<file path="src/rtl/vga_timing_pkg.sv">
// Shared 640x480@60 raster constants and coordinate types for the display pipeline.
package vga_timing_pkg;

    localparam int unsigned COORD_W   = 10;

    localparam int unsigned CLK_DIV   = 2;
    localparam int unsigned H_DISPLAY = 640;
    localparam int unsigned H_FP      = 16;
    localparam int unsigned H_SYNC    = 96;
    localparam int unsigned H_BP      = 48;
    localparam int unsigned V_DISPLAY = 480;
    localparam int unsigned V_FP      = 10;
    localparam int unsigned V_SYNC    = 2;
    localparam int unsigned V_BP      = 33;
    localparam int unsigned H_TOTAL   = H_DISPLAY + H_FP + H_SYNC + H_BP;
    localparam int unsigned V_TOTAL   = V_DISPLAY + V_FP + V_SYNC + V_BP;
    localparam bit          SYNC_POL  = 1'b0;

    typedef logic [COORD_W-1:0] coord_t;

    typedef struct packed {
        coord_t x;
        coord_t y;
    } raster_pos_t;

    // True when c lies in [lo, lo+len-1]; len must be at least 1.
    function automatic logic in_window(input coord_t c, input int unsigned lo,
                                       input int unsigned len);
        return (c >= COORD_W'(lo)) && (c <= COORD_W'(lo + len - 1));
    endfunction

endpackage

</file>
<file path="src/rtl/vga_timing_gen_if.sv">
// Raster timing bundle from vga_timing_gen to the text generator and RGB mux.
interface vga_timing_gen_if;
    import vga_timing_pkg::*;

    logic   p_tick;
    coord_t pixel_x;
    coord_t pixel_y;
    logic   video_on;
    logic   hsync;
    logic   vsync;
    logic   frame_start;

    modport master (
        output p_tick, pixel_x, pixel_y, video_on, hsync, vsync, frame_start
    );

    modport slave (
        input p_tick, pixel_x, pixel_y, video_on, hsync, vsync, frame_start
    );

endinterface

</file>
<file path="src/rtl/pixel_tick_div.sv">
// System-clock divider producing a registered one-clock pixel tick every CLK_DIV clocks.
module pixel_tick_div #(
    parameter int unsigned CLK_DIV = 2
) (
    input  logic clk,
    input  logic reset,
    output logic p_tick
);

    localparam int unsigned DIV_W = (CLK_DIV > 1) ? $clog2(CLK_DIV) : 1;
    localparam logic [DIV_W-1:0] DIV_LAST = DIV_W'(CLK_DIV - 1);

    generate
        if (CLK_DIV < 1) begin : g_bad_div
            $error("pixel_tick_div: CLK_DIV must be at least 1");
        end
    endgenerate

    logic [DIV_W-1:0] div_q;

    // Tick registered from the divider's terminal count, so the first tick lands CLK_DIV clocks after reset.
    always_ff @(posedge clk or posedge reset) begin
        if (reset) begin
            div_q  <= '0;
            p_tick <= 1'b0;
        end else begin
            div_q  <= (div_q == DIV_LAST) ? '0 : div_q + DIV_W'(1);
            p_tick <= (div_q == DIV_LAST);
        end
    end

endmodule

</file>
<file path="src/rtl/vga_timing_gen.sv">
// Raster timing generator: pixel tick, h/v counters, registered syncs and frame_start pulse.
module vga_timing_gen #(
    parameter int unsigned CLK_DIV   = vga_timing_pkg::CLK_DIV,
    parameter int unsigned H_DISPLAY = vga_timing_pkg::H_DISPLAY,
    parameter int unsigned H_FP      = vga_timing_pkg::H_FP,
    parameter int unsigned H_SYNC    = vga_timing_pkg::H_SYNC,
    parameter int unsigned H_BP      = vga_timing_pkg::H_BP,
    parameter int unsigned V_DISPLAY = vga_timing_pkg::V_DISPLAY,
    parameter int unsigned V_FP      = vga_timing_pkg::V_FP,
    parameter int unsigned V_SYNC    = vga_timing_pkg::V_SYNC,
    parameter int unsigned V_BP      = vga_timing_pkg::V_BP,
    parameter bit          SYNC_POL  = vga_timing_pkg::SYNC_POL
) (
    input  logic               clk,
    input  logic               reset,
    vga_timing_gen_if.master   vga
);
    import vga_timing_pkg::*;

    localparam int unsigned H_COUNT = H_DISPLAY + H_FP + H_SYNC + H_BP;
    localparam int unsigned V_COUNT = V_DISPLAY + V_FP + V_SYNC + V_BP;
    localparam coord_t      H_LAST  = COORD_W'(H_COUNT - 1);
    localparam coord_t      V_LAST  = COORD_W'(V_COUNT - 1);

    generate
        if ((H_COUNT > 1024) || (V_COUNT > 1024)) begin : g_bad_total
            $error("vga_timing_gen: line or frame total exceeds the 10-bit coordinate range");
        end
    endgenerate

    logic        p_tick;
    raster_pos_t pos_q;
    raster_pos_t pos_d;
    logic        h_wrap;
    logic        v_wrap;
    logic        hsync_q;
    logic        vsync_q;
    logic        frame_q;

    pixel_tick_div #(
        .CLK_DIV (CLK_DIV)
    ) u_div (
        .clk    (clk),
        .reset  (reset),
        .p_tick (p_tick)
    );

    // Next raster position; only a pixel tick moves the counters.
    always_comb begin
        pos_d  = pos_q;
        h_wrap = (pos_q.x == H_LAST);
        v_wrap = (pos_q.y == V_LAST);
        if (p_tick) begin
            pos_d.x = h_wrap ? '0 : pos_q.x + COORD_W'(1);
            if (h_wrap) begin
                pos_d.y = v_wrap ? '0 : pos_q.y + COORD_W'(1);
            end
        end
    end

    // Syncs decode the next position so they change on the same edge as the counts.
    always_ff @(posedge clk or posedge reset) begin
        if (reset) begin
            pos_q   <= '0;
            hsync_q <= ~SYNC_POL;
            vsync_q <= ~SYNC_POL;
            frame_q <= 1'b0;
        end else begin
            pos_q   <= pos_d;
            hsync_q <= in_window(pos_d.x, H_DISPLAY + H_FP, H_SYNC) ? SYNC_POL : ~SYNC_POL;
            vsync_q <= in_window(pos_d.y, V_DISPLAY + V_FP, V_SYNC) ? SYNC_POL : ~SYNC_POL;
            frame_q <= p_tick & h_wrap & v_wrap;
        end
    end

    assign vga.p_tick      = p_tick;
    assign vga.pixel_x     = pos_q.x;
    assign vga.pixel_y     = pos_q.y;
    assign vga.hsync       = hsync_q;
    assign vga.vsync       = vsync_q;
    assign vga.frame_start = frame_q;
    assign vga.video_on    = (pos_q.x < COORD_W'(H_DISPLAY)) && (pos_q.y < COORD_W'(V_DISPLAY));

endmodule

</file>
<file path="src/flat_wrapper.sv">
// flat-port wrapper written by rule: the top's interface ports become plain ports
module vga_timing_gen_flat import vga_timing_pkg::*;
#(
    parameter int unsigned CLK_DIV   = vga_timing_pkg::CLK_DIV,
    parameter int unsigned H_DISPLAY = vga_timing_pkg::H_DISPLAY,
    parameter int unsigned H_FP      = vga_timing_pkg::H_FP,
    parameter int unsigned H_SYNC    = vga_timing_pkg::H_SYNC,
    parameter int unsigned H_BP      = vga_timing_pkg::H_BP,
    parameter int unsigned V_DISPLAY = vga_timing_pkg::V_DISPLAY,
    parameter int unsigned V_FP      = vga_timing_pkg::V_FP,
    parameter int unsigned V_SYNC    = vga_timing_pkg::V_SYNC,
    parameter int unsigned V_BP      = vga_timing_pkg::V_BP,
    parameter bit          SYNC_POL  = vga_timing_pkg::SYNC_POL
)
  (clk, reset, vga_p_tick, vga_pixel_x, vga_pixel_y, vga_video_on, vga_hsync, vga_vsync, vga_frame_start);
  vga_timing_gen_if vga_i ();
  input  logic clk;
  input  logic reset;
  output wire logic [$bits(vga_i.p_tick)-1:0] vga_p_tick;
  output wire logic [$bits(vga_i.pixel_x)-1:0] vga_pixel_x;
  output wire logic [$bits(vga_i.pixel_y)-1:0] vga_pixel_y;
  output wire logic [$bits(vga_i.video_on)-1:0] vga_video_on;
  output wire logic [$bits(vga_i.hsync)-1:0] vga_hsync;
  output wire logic [$bits(vga_i.vsync)-1:0] vga_vsync;
  output wire logic [$bits(vga_i.frame_start)-1:0] vga_frame_start;
  assign vga_p_tick = vga_i.p_tick;
  assign vga_pixel_x = vga_i.pixel_x;
  assign vga_pixel_y = vga_i.pixel_y;
  assign vga_video_on = vga_i.video_on;
  assign vga_hsync = vga_i.hsync;
  assign vga_vsync = vga_i.vsync;
  assign vga_frame_start = vga_i.frame_start;
  vga_timing_gen #(.CLK_DIV(CLK_DIV), .H_DISPLAY(H_DISPLAY), .H_FP(H_FP), .H_SYNC(H_SYNC), .H_BP(H_BP), .V_DISPLAY(V_DISPLAY), .V_FP(V_FP), .V_SYNC(V_SYNC), .V_BP(V_BP), .SYNC_POL(SYNC_POL)) u_core (.clk(clk), .reset(reset), .vga(vga_i));
endmodule
</file>
<file path="config.mk">
export PLATFORM = sky130hd
export DESIGN_NAME = vga_timing_gen_flat
export DESIGN_NICKNAME = d
export VERILOG_FILES = /design/src/rtl/vga_timing_pkg.sv /design/src/rtl/vga_timing_gen_if.sv /design/src/rtl/pixel_tick_div.sv /design/src/rtl/vga_timing_gen.sv /design/src/flat_wrapper.sv
export SDC_FILE = /design/constraint.sdc
export NUM_CORES = 1
export LEC_CHECK = 0
export CELL_PAD_IN_SITES_DETAIL_PLACEMENT = 1
export CELL_PAD_IN_SITES_GLOBAL_PLACEMENT = 1
export CORE_ASPECT_RATIO = 0.9
export CORE_MARGIN = 10
export CORE_UTILIZATION = 30
export DETAILED_ROUTE_END_ITERATION = 10
export PLACE_DENSITY = 0.64
export SLEW_MARGIN = 20
export SYNTH_ARGS = -nofsm -noshare
export SYNTH_HDL_FRONTEND = slang
export SYNTH_SLANG_ARGS = --single-unit
</file>
<file path="constraint.sdc">
create_clock -name clk -period 5.2 [get_ports clk]
set_clock_uncertainty 0.2 [all_clocks]
set_input_delay 0.78 -clock clk [delete_from_list [all_inputs] [get_ports clk]]
set_output_delay 0.78 -clock clk [all_outputs]
set_load 0.005 [all_outputs]
</file>
==> results by group <==
Run
  – Max cap viols: 0

Global route
  – Vias in the first global route: 1,357
  – Overflow after GRT: 0
  – GRT Overall Usage: 10.5%
  – Initial antenna violation count: 0
  – First-pass GRT wire length: 6930 um
  – Largest net degree at the start of global routing: 26

Critical path
  – Critical Path AT: 1760 ps
  – Crit end category: primary output
  – Worst reg2reg path depth: 5
  – Req. time, crit path: 4220 ps
  – CP Buf/Inv Count: 1
  – Crit start category: register
  – Cell breakdown of the critical path: and2_1 -> nand3_1 -> and3b_1 -> clkdlybuf4s50_1
  – CP max FO: 8
  – Slowest stage delay, CP: 500 ps
  – Critical setup path kind: reg -> out
  – Worst path top cell family by delay: simple AND/OR/NAND/NOR gates
  – Worst Setup SP: u_core.vga.pixel_y[5]
  – CP max-delay cell: dfrtp_1
  – Worst path depth: 4
  – Reg2Reg Launch Point: u_core.vga.pixel_x[7]

Clock network
  – H-tree depth: 1
  – Hold-fix buffers, CTS: 0
  – Clock Tree Buf Depth: 2
  – CTS Sinks: 25
  – Setup bufs post-CTS: 0
  – Clk_lat worst skew: 270 ps
  – Worst-path clk slew: 100 ps
  – Root buffer cell: clkbuf_8
  – Total CTS buffers: 3
  – CTS tree: built
  – Resized Gates After CTS: 0

Cells and area
  – Final #Nets: 178
  – Area grow syn2layout: 24.9%
  – Most common cell after layout, fill and taps aside: clkdlybuf4s50_1
  – Most frequent cells in the layout: clkdlybuf4s50_1 (26), dfrtp_1 (23), nand3_1 (12), nor2_1 (11)
  – Ant. Diodes: 0
  – Layout cells sized above 1: 6.98%

Floorplan
  – Die width: 92.6 um
  – Starting Density: 31.5%
  – Core box area: 0.00452 sq mm
  – Die Y: 85.4 um
  – IO Pins: 27
  – Die ar.: 0.00791 sq mm
  – # rows: 23

Power and ir drop
  – PwrDens: 179 mW/mm^2
  – Lkg Pwr: 0.686 nW
  – Worst ir drop on vdd: 0.122 mV

Yosys
  – #FFs+latches synth: 25
  – Post-Syn Instances: 149
  – Simple-Gate Fraction of Synth Area: 25.3%
  – EDFF count, synth: 0
  – Synth Area in Compound Gates: 16.6%
  – Largest family of logic cells by synthesized area: simple AND/OR/NAND/NOR gates
  – Synth Area in Adders: 2.64%
  – Mapped Area: 0.00142 sq mm
  – Top cell type by total area after synthesis: dfrtp_1
  – Syn. warnings: 0
  – Async SR Flop Fraction: 100%
  – Post-Synth XOR/XNOR Area: 5.54%
  – Synth unique cells: 45
  – Yosys top cell area share: 40.4%
  – Primary FF master, synth: dfrtp_1
  – Area contributors post-synth: dfrtp_1 (40%), xnor2_1 (4.3%), nand3_1 (4.2%)
  – Synth Net Count: 154
  – Avg Inst Size Synth: 9.56 sq um
  – Mux contribution to synthesized area: 0.703%
  – Sequential-to-total area share from yosys stat: 44.1%

STA
  – WHS: 182 ps
  – Fmax: 0.365 GHz
  – Setup total negative slack: 0 ps
  – Rel. slew slack: 39.2%
  – Count of final setup violators: 0
  – Final Max Tran Viols: 0
  – Final min period: 2740 ps
  – Worst Tran Pin Value: 906 ps
  – Final period utilization: 52.7%
  – Final Hold Violating Endpoints: 0
  – Unrepaired setup endpoints after global routing: false

Placed design
  – GPL Wtd Cong: 0.835
  – Port Buffers: 26
  – DP HPWL: 3060 um

Route
  – Antenna Violating Nets Remaining: 0
  – DRC viols: 0
  – DR pass1 iterations: 4
  – Total Wirelength: 4010 um
  – Vias: 1,286
  – Routed len/inst: 17.2 um
  – Vias/cell: 5.50
  – DR iter-0 viols: 93

Min path
  – Hold Crit Class: reg -> reg
  – Cells on Worst Hold Path: 0
  – HP Start: u_core.u_div.div_q

Status
  – Status: completed
through the flow:
step | instance area (sq um) | total power [mW] | setup WS (ps) | utilization (%) | std cells
after floorplan | 1420 | 0.201 | 2560 | - | 149
after global placement | 1730 | 0.203 | 2550 | 38.3 | 230
after detailed placement | 1730 | 0.203 | 2480 | 38.3 | 230
after CTS | 1780 | 0.326 | 2450 | 39.4 | 234
after global routing | 1780 | 0.335 | 2300 | 39.4 | 234
final | 1780 | 0.319 | 2460 | 39.4 | 234
flip-flops by register name (all words and copies together) (netlist names):
signal / count
u_core.u_div.div_q: 1
u_core.vga.pixel_y: 10
u_core.vga.hsync: 1
u_core.u_div.p_tick: 1
u_core.vga.frame_start: 1
u_core.vga.pixel_x: 10
u_core.vga.vsync: 1
routing by layer:
metal,share of wire [%],up-vias,global-route usage (%)
li1,-,602,-
met1,46,656,13.0
met2,48,26,17.4
met3,5.9,2,3.35
met4,0.62,0,2.38
met5,0,-,0
worst paths after layout:
| kind | endpoint | slack, ps |
|---|---|---|
| max in group asynchronous | u_core.vga.pixel_x[3] | 3690 |
| worst max-delay path | vga_video_on | 2460 |
| min in group asynchronous | u_core.vga.pixel_x[5] | 690 |
| worst max register to register | u_core.vga.vsync | 2480 |
| worst min register to register | u_core.u_div.p_tick | 180 |
| worst min-delay path | u_core.u_div.p_tick | 180 |
where the power goes:
part	leakage, nW	switching (mW)	internal, mW
sequential	0.328	0	0.194
clock	0.0217	0.0659	0.0544
combinational	0.336	0.00379	0.000711
total	0.686	0.0696	0.249
worst register-to-register path: stages, from the launching register on:
cell     delay [ps]
dfrtp_1         480
or3b_4          450
or4_4           510
nor4_1          350
o22ai_1         150
or4b_1          510
synthesized netlist by cell type, types with 2 or more instances:
library cell   n
xnor2_1        7
clkbuf_1       5
nand2_1        8
buf_6          2
o21ai_0        8
a41oi_1        2
a31oi_1        2
inv_1          7
nor3_1         2
and3b_1        2
and2_1         3
and3_1         2
nor4_1         5
nand3_1       12
o31ai_1        3
nor2b_1        3
o2111ai_1      2
nand4_1        5
xor2_1         2
dfstp_2        2
and4_1         2
a22o_1         3
nor2_1        11
dfrtp_1       23
a21oi_1        2
a211oi_1       3
ha_1           3
layout make-up:
cell class / count / area [sq um]
multi-input combinational: 109 / 729
tap: 62 / 77.6
clock buffer: 3 / 41.3
fill: 534 / 2740
timing repair buffer: 27 / 268
sequential: 25 / 628
inverter: 7 / 26.3
clock inverter: 1 / 7.51
kinds of logic after synthesis:
group | count (synthesis)
and+or+nand+nor | 63
AOI/OAI and AO/OA | 33
DFF | 25
buffers and inverters | 15
xor gates and xnor gates | 9
adders and majority gates | 3
muxes | 1
Power figures use the tool's default switching activity.
